File: config.mk
export PLATFORM = sky130hd
export DESIGN_NAME = sample_loader
export DESIGN_NICKNAME = d
export VERILOG_FILES = /design/src/rtl/sample_loader.sv
export SDC_FILE = /design/constraint.sdc
export NUM_CORES = 1
export LEC_CHECK = 0
export ABC_AREA = 1
export ABC_CLOCK_PERIOD_IN_PS = 4400
export CORE_UTILIZATION = 45
export CTS_CLUSTER_DIAMETER = 150
export DETAILED_ROUTE_END_ITERATION = 8
export GPL_TIMING_DRIVEN = 0
export MAX_ROUTING_LAYER = met4
export PLACE_DENSITY = 0.76
export SYNTH_ARGS = -nofsm -noshare
export SYNTH_HDL_FRONTEND = slang
export SYNTH_SLANG_ARGS = --single-unit
export TNS_END_PERCENT = 20
File: constraint.sdc
create_clock -name clk -period 4.4 [get_ports clk]
set_clock_uncertainty 0.2 [all_clocks]
set_input_delay 0.88 -clock clk [delete_from_list [all_inputs] [get_ports clk]]
set_output_delay 0.88 -clock clk [all_outputs]
set_load 0.05 [all_outputs]
File: src/rtl/sample_loader.sv
// sample_loader: collects DEPTH samples into a buffer, then hands the full
// buffer to a downstream mean unit with a two-cycle start pulse and waits
// for it to finish before accepting the next batch.
module sample_loader #(
    parameter int WIDTH = 8,
    parameter int DEPTH = 32
) (
    input  logic                        clk,
    input  logic                        rst,
    input  logic                        in_valid,
    input  logic [WIDTH-1:0]            in_data,
    output logic                        in_ready,
    input  logic                        clear,
    input  logic                        calc_ready,
    input  logic                        calc_done,
    output logic [1:DEPTH][WIDTH-1:0]   ROM,
    output logic                        start,
    output logic [5:0]                  count,
    output logic [7:0]                  batches
);

    localparam logic [1:0] S_FILL   = 2'd0;
    localparam logic [1:0] S_LAUNCH = 2'd1;
    localparam logic [1:0] S_WAIT   = 2'd2;

    logic [1:0] state;
    logic       pulse_tail;   // set while start is in its second cycle
    logic       xfer;

    assign in_ready = (state == S_FILL);
    // clear wins over a same-cycle transfer, so no write happens then
    assign xfer     = in_ready && in_valid && !clear;

    // Control: fill counting, launch pulse sequencing, completion handshake
    always_ff @(posedge clk or negedge rst) begin
        if (!rst) begin
            state      <= S_FILL;
            count      <= '0;
            batches    <= '0;
            start      <= 1'b0;
            pulse_tail <= 1'b0;
        end else if (clear) begin
            state      <= S_FILL;
            count      <= '0;
            start      <= 1'b0;
            pulse_tail <= 1'b0;
        end else begin
            case (state)
                S_FILL: begin
                    if (in_valid) begin
                        count <= count + 6'd1;
                        if (count == 6'(DEPTH - 1))
                            state <= S_LAUNCH;
                    end
                end
                S_LAUNCH: begin
                    if (start) begin
                        if (pulse_tail) begin
                            start      <= 1'b0;
                            pulse_tail <= 1'b0;
                            state      <= S_WAIT;
                        end else begin
                            pulse_tail <= 1'b1;
                        end
                    end else if (calc_ready) begin
                        start <= 1'b1;
                    end
                end
                S_WAIT: begin
                    if (calc_done) begin
                        count   <= '0;
                        batches <= batches + 8'd1;
                        state   <= S_FILL;
                    end
                end
                default: state <= S_FILL;
            endcase
        end
    end

    // Sample buffer: entry count+1 takes the accepted sample; other entries
    // keep whatever the previous batch left there
    always_ff @(posedge clk or negedge rst) begin
        if (!rst) begin
            ROM <= '0;
        end else begin
            for (int i = 1; i <= DEPTH; i++) begin
                if (xfer && (count == 6'(i - 1)))
                    ROM[i] <= in_data;
            end
        end
    end

endmodule

==> impl_metrics.csv, run 1 <==
group,metric,value,unit
route,drtIter0Drc,550,
worst_hold_path,hold_class,"input pin to async pin",
clock_network,ctsHtreeMaxLevel,1,
logic_synthesis,syn_inst,1055,
timing,hold_viol,0,
global_routing,grt_max_degree,120,
route,drt_wl_total,32400,um
logic_synthesis,synth_top_area_frac,0.622,
timing,whs,73.3,ps
power_and_ir_drop,p_per_area,465,mW/mm^2
cells_and_area,fillers,1874,
cells_and_area,syn_to_final_growth,38.1,%
clock_network,clkSlewWorstSetupHoldPaths,60,ps
cells_and_area,drive_gt1_frac,0.121,
critical_path,critical-path-top-delay-family,"buffers and inverters",
global_routing,gr-usage-all-layers,0.273,
floorplan,die_x,159,um
logic_synthesis,yosysMostFrequentCell,"nand2_1",
timing,clock.fmax,330,MHz
cells_and_area,fin_util,0.641,
floorplan,die_y,159,um
global_routing,grt_pass1_vias,8708,
logic_synthesis,async_flop_share,1.00,
floorplan,ios,286,
critical_path,crit_required,3320,ps
logic_synthesis,ys_ff_latch,274,
critical_path,end_kind,"primary output",
logic_synthesis,syn_area_per_cell,10.4,um^2
clock_network,postCtsResizedCells,0,
timing,finalSetupViolCount,0,
floorplan,dieArea,0.0251,mm^2
critical_path,crit_arrival,1950,ps
route,drt-pass1-iter-count,5,
power_and_ir_drop,combPwrFrac,0.259,
critical_path,worstSetupStartpointType,"flip-flop",
clock_network,cts_tree,"yes",
route,vias,8722,
power_and_ir_drop,p_clk_frac,0.330,
clock_network,clockBufferDepth,3,
logic_synthesis,syn_area,0.0110,mm^2
logic_synthesis,yosys-top-cells-area,"dfrtp_1, nand2_1, o21ai_1",
critical_path,crit-reg2reg-capture,"ROM[238]",
timing,finalSetupTns,0,ps
critical_path,ff2ff_setup_slack,2310,ps
power_and_ir_drop,ir_drop,0.397,mV
logic_synthesis,ys_warn_count,0,
clock_network,cts_root_buf,"clkbuf_16",
critical_path,path_buf_inv,1,
power_and_ir_drop,sw_frac_of_total,0.339,
timing,max_slew.worst_pin.slew,976,ps
critical_path,crit_chain,"clkdlybuf4s50_1",
logic_synthesis,yosys.area.top_type,"dfrtp_1",
critical_path,worstSetupPathType,"flip-flop to primary output",
timing,rsz0062_at_grt,"false",
route,drtAntennaViolNets,0,
clock_network,holdBufCountCts,0,
logic_synthesis,yosys-top-cells-count,"nand2_1, dfrtp_1, o21ai_1",
cells_and_area,antenna_cells,0,
outcome,status,"complete, no violations",
power_and_ir_drop,intPower,4680,uW
clock_network,clk_latency,540,ps
placement,place_area,0.0143,mm^2
cells_and_area,final_area,0.0152,mm^2
critical_path,crit_fanout,8,
placement,place_congestion,0.913,
timing,layout_min_cycle_time,3030,ps
route,wl_per_cell,19.0,um
global_routing,grt_first_pass_wirelength,49900,um
power_and_ir_drop,switching_power,2400,uW
placement,io_buffers,285,
clock_network,cts.sinks,274,
cells_and_area,nets,1392,
critical_path,rr_startpoint,"count[0]",
critical_path,max_stage_delay,890,ps
logic_synthesis,yosys.cell_types.count,30,
logic_synthesis,synth_edf_count,0,
floorplan,core,0.0238,mm^2
floorplan,rows,56,
placement,place_hpwl,22600,um
route,viasPerCell,5.10,
critical_path,critPathLaunch,"count[2]",
global_routing,gr-total-overflow,0,
clock_network,numCtsBuffers,29,
clock_network,cts_setup_buffers,0,
critical_path,cpMaxStageDelayCell,"clkdlybuf4s50_1",
floorplan,start_util,0.464,
logic_synthesis,synth.net_count,1074,
power_and_ir_drop,p_leak,0.00700,uW
power_and_ir_drop,seq_power_share,0.411,
timing,finalMaxSlewViolations,0,
route,drc,0,
global_routing,antenna_found_initial,0,
logic_synthesis,synthFlopType,"dfrtp_1",
logic_synthesis,yosysSeqAreaShare,0.622,
timing,period_share,0.689,
timing,relSlewSlack,0.349,
critical_path,reg2reg_depth,8,
run,drv_cap,0,
[worst register-to-register path: cells and delay by family (launching register included)]
family          cells  cell delay [ps]
simple gates        3              560
compound gates      1               50
buf+inv             3              410
flops               1              460
fa+ha+maj           1              270
[power by group through the flow]
stage	logic, uW	registers (uW)	clock network [uW]
final	1830	2910	2330
after detailed placement	1840	2950	0
after global routing	1940	2940	2460
after floorplan	363	3730	0
after CTS	1850	2910	2370
after global placement	1810	2950	0
[worst max path at each step]
stage / end / slack, ps / cells past startpoint
6_report: count[2] / 1370 / 1
4_1_cts: in_ready / 1350 / 2
2_1_floorplan: in_ready / 2240 / 1
3_5_place_dp: count[5] / 1620 / 8
5_1_grt: count[2] / 1300 / 1
3_3_place_gp: batches[2] / -9290 / 1
[layout make-up]
class,count,area [um^2],share of cell area
Sequential cell,274,6860,0.450
Multi-Input combinational cell,670,3450,0.227
Timing Repair Buffer,287,2910,0.191
Clock buffer,42,805,0.0529
Buffer,61,520,0.0342
Tap cell,319,399,0.0262
Inverter,50,194,0.0127
Clock inverter,6,82.6,0.00542
[state kept, by name, summed over array words and instances (netlist names)]
register,flops
start,1
batches,8
pulse_tail,1
ROM,256
state,2
count,6
[metal layers]
metal | share of wire | wire (um) | GRT usage
met1 | 0.43 | 13800 | 0.353
met2 | 0.46 | 15000 | 0.420
met3 | 0.077 | 2500 | 0.0645
met4 | 0.034 | 1100 | 0.0984
met5 | 0 | 0 | -
[kinds of logic (layout without fill, tap and decap cells)]
| group | count (synthesis) | count (layout) | share of synthesized area |
|---|---|---|---|
| AOI/OAI and AO/OA | 265 | 265 | 0.136 |
| adders and majority gates | 5 | 5 | 0.00568 |
| DFF | 274 | 274 | 0.622 |
| xor gates and xnor gates | 4 | 4 | 0.00318 |
| and+or+nand+nor | 396 | 396 | 0.168 |
| buffers and inverters | 111 | 446 | 0.0648 |
[per-stage QoR]
stage / instances / setup slack (ps) / total power (uW)
final: 1709 / 1370 / 7080
after global routing: 1709 / 1300 / 7340
after CTS: 1709 / 1350 / 7130
after detailed placement: 1661 / 1620 / 4790
after global placement: 1659 / -9290 / 4760
after floorplan: 1055 / 2240 / 4090
[cell usage in the layout (no fill, tap or decap), types with 6 or more instances in the layout]
| cell | count |
|---|---|
| clkdlybuf4s50_1 | 284 |
| nand2_4 | 20 |
| buf_6 | 32 |
| o21ai_2 | 46 |
| dfrtp_1 | 274 |
| nand3_1 | 17 |
| nand2_1 | 309 |
| clkbuf_1 | 34 |
| inv_1 | 40 |
| nor2_1 | 26 |
| o21ai_1 | 150 |
| o21ai_0 | 65 |
| nand3_4 | 11 |
| clkbuf_16 | 29 |
| inv_2 | 6 |
Note: power is estimated with default switching activity, not from simulation.
==> inputs of run 2 (changes only) <==
--- a/config.mk
+++ b/config.mk
@@ -6,13 +6,13 @@
 export NUM_CORES = 1
 export LEC_CHECK = 0
 export ABC_AREA = 1
-export ABC_CLOCK_PERIOD_IN_PS = 4400
-export CORE_UTILIZATION = 45
+export ABC_CLOCK_PERIOD_IN_PS = 2750
+export CORE_UTILIZATION = 44
 export CTS_CLUSTER_DIAMETER = 150
 export DETAILED_ROUTE_END_ITERATION = 8
 export GPL_TIMING_DRIVEN = 0
 export MAX_ROUTING_LAYER = met4
-export PLACE_DENSITY = 0.76
+export PLACE_DENSITY = 0.77
 export SYNTH_ARGS = -nofsm -noshare
 export SYNTH_HDL_FRONTEND = slang
 export SYNTH_SLANG_ARGS = --single-unit
==> constraint.sdc (replaced) <==
create_clock -name clk -period 2.75 [get_ports clk]
set_clock_uncertainty 0.2 [all_clocks]
set_input_delay 0.55 -clock clk [delete_from_list [all_inputs] [get_ports clk]]
set_output_delay 0.55 -clock clk [all_outputs]
set_load 0.05 [all_outputs]
==> run 2 against run 1 <==
  * Core utilization is 1.6 points lower
  * Worst hold slack better by 210 ps
  * Register-to-register slack worse by 1700 ps
  * Wire length is 1.0% lower
  * Final area is 0.35% higher
==> impl_metrics.csv, run 2 (synthesis results as in run 1) <==
group,metric,value,unit
floorplan,dieArea,0.0257,mm^2
timing,finalSetupTns,0,ps
floorplan,start_util,0.451,
cells_and_area,fillers,2034,
power_and_ir_drop,p_per_area,743,mW/mm^2
timing,setup_ws,43.0,ps
cells_and_area,antenna_cells,0,
cells_and_area,layoutNonFillerInstCount,1718,
clock_network,cts.sinks,274,
route,drtAntennaViolNets,0,
placement,pre_cts_ws,295,ps
timing,finalMaxSlewViolations,0,
floorplan,core,0.0245,mm^2
cells_and_area,syn_to_final_growth,38.6,%
timing,period_share,0.984,
clock_network,ctsHtreeMaxLevel,1,
cells_and_area,largest_reg_flops,256,
cells_and_area,drive_gt1_frac,0.127,
critical_path,crit_fanout,8,
cells_and_area,regMostFlops,"ROM",
clock_network,cts_tree,"yes",
worst_hold_path,hold_class,"flip-flop to flip-flop",
clock_network,cts_root_buf,"clkbuf_16",
run,drv_cap,0,
power_and_ir_drop,p_leak,0.00703,uW
timing,hold_viol,0,
timing,clock.fmax,369,MHz
critical_path,cpMaxStageDelayCell,"clkdlybuf4s50_1",
route,drt_wl_total,32100,um
placement,place_congestion,0.861,
route,drc,0,
critical_path,crit_required,2000,ps
critical_path,worstSetupStartpointType,"flip-flop",
clock_network,numCtsBuffers,28,
cells_and_area,top_regs,"ROM: 256 flops, batches: 8 flops, count: 6 flops",
placement,dp_cells,1666,
cells_and_area,layout_commonest_cell,"nand2_1",
floorplan,ios,286,
global_routing,grt_pass1_vias,8595,
critical_path,critical-path-top-delay-family,"buffers and inverters",
route,viasPerCell,5.07,
timing,relSlewSlack,0.413,
floorplan,rows,57,
cells_and_area,nets,1392,
clock_network,clockBufferDepth,3,
global_routing,grt_max_degree,111,
timing,rsz0062_at_grt,"false",
placement,io_buffers,285,
global_routing,grt_first_pass_wirelength,49900,um
power_and_ir_drop,ir_drop,0.478,mV
global_routing,antenna_found_initial,0,
cells_and_area,final_cell_mix,"nand2_1, clkdlybuf4s50_1, dfrtp_1, o21ai_1, o21ai_0",
critical_path,crit_arrival,1960,ps
timing,whs,281,ps
critical_path,end_kind,"primary output",
floorplan,die_y,160,um
clock_network,cts_setup_buffers,0,
global_routing,gr-usage-all-layers,0.259,
timing,finalSetupViolCount,0,
cells_and_area,final_area,0.0153,mm^2
floorplan,die_x,160,um
critical_path,worstSetupPathType,"flip-flop to primary output",
critical_path,crit_chain,"clkdlybuf4s50_1",
route,wl_per_cell,18.7,um
timing,max_slew.worst_pin.slew,880,ps
placement,place_hpwl,22400,um
outcome,status,"complete, no violations",
global_routing,gr-total-overflow,0,
placement,place_area,0.0143,mm^2
route,drt-pass1-iter-count,5,
critical_path,max_stage_delay,880,ps
timing,layout_min_cycle_time,2710,ps
route,drtIter0Drc,629,
clock_network,clkSlewWorstSetupHoldPaths,60,ps
clock_network,clk_latency,530,ps
critical_path,path_buf_inv,1,
route,vias,8708,
run 2: repair_timing:
action	4_1_cts	5_1_grt
resized for setup	0	1
hold endpoints to repair	55	0
setup endpoints to repair	0	1
hold buffers	1	0
run 2: worst min-delay path, delay by kind of cell, from the launching register on:
| family | cells | cell delay, ps |
|---|---|---|
| AND/OR/NAND/NOR | 1 | 60 |
| AO/OA/AOI/OAI | 1 | 50 |
| flip-flops | 1 | 340 |
run 2: path summary, 6_finish.rpt:
path / startpoint / cells after the start / slack, ps / end
setup / recovery: count[2] / 1 / 40 / count[2]
hold / removal: ROM[252] / 2 / 280 / ROM[252]
setup reg to reg: count[0] / 8 / 650 / ROM[237]
hold reg to reg: ROM[252] / 2 / 280 / ROM[252]
max in group asynchronous: rst / 4 / 630 / ROM[115]
min in group asynchronous: rst / 2 / 310 / batches[3]
run 2: metrics by stage:
step	utilization	total power, uW
final	0.624	11300
after CTS	0.624	11400
after detailed placement	0.586	7680
after global routing	0.624	11700
after global placement	0.584	7620
after floorplan	-	6550
run 2: power by group:
group          leakage, uW  switching (uW)  total, uW  internal (uW)
sequential         0.00377             249       4650           4400
clock             0.000465            1560       3740           2190
combinational      0.00280            2060       2950            894
run 2: cell type report:
cell class | instances | area (um^2) | area share
sequential | 274 | 6860 | 0.449
clock buffer | 43 | 878 | 0.0575
inverter | 50 | 194 | 0.0127
clock inverter | 8 | 43.8 | 0.00287
buffer | 61 | 520 | 0.0341
tap | 324 | 405 | 0.0265
multi-input combinational | 670 | 3450 | 0.226
timing repair buffer | 288 | 2930 | 0.191
run 2: layer usage:
layer,up-vias,part of all wire,global-route usage
met1,4241,0.43,0.330
met5,-,0,-
met4,0,0.031,0.0909
met3,59,0.075,0.0621
li1,4073,-,-
met2,335,0.47,0.406
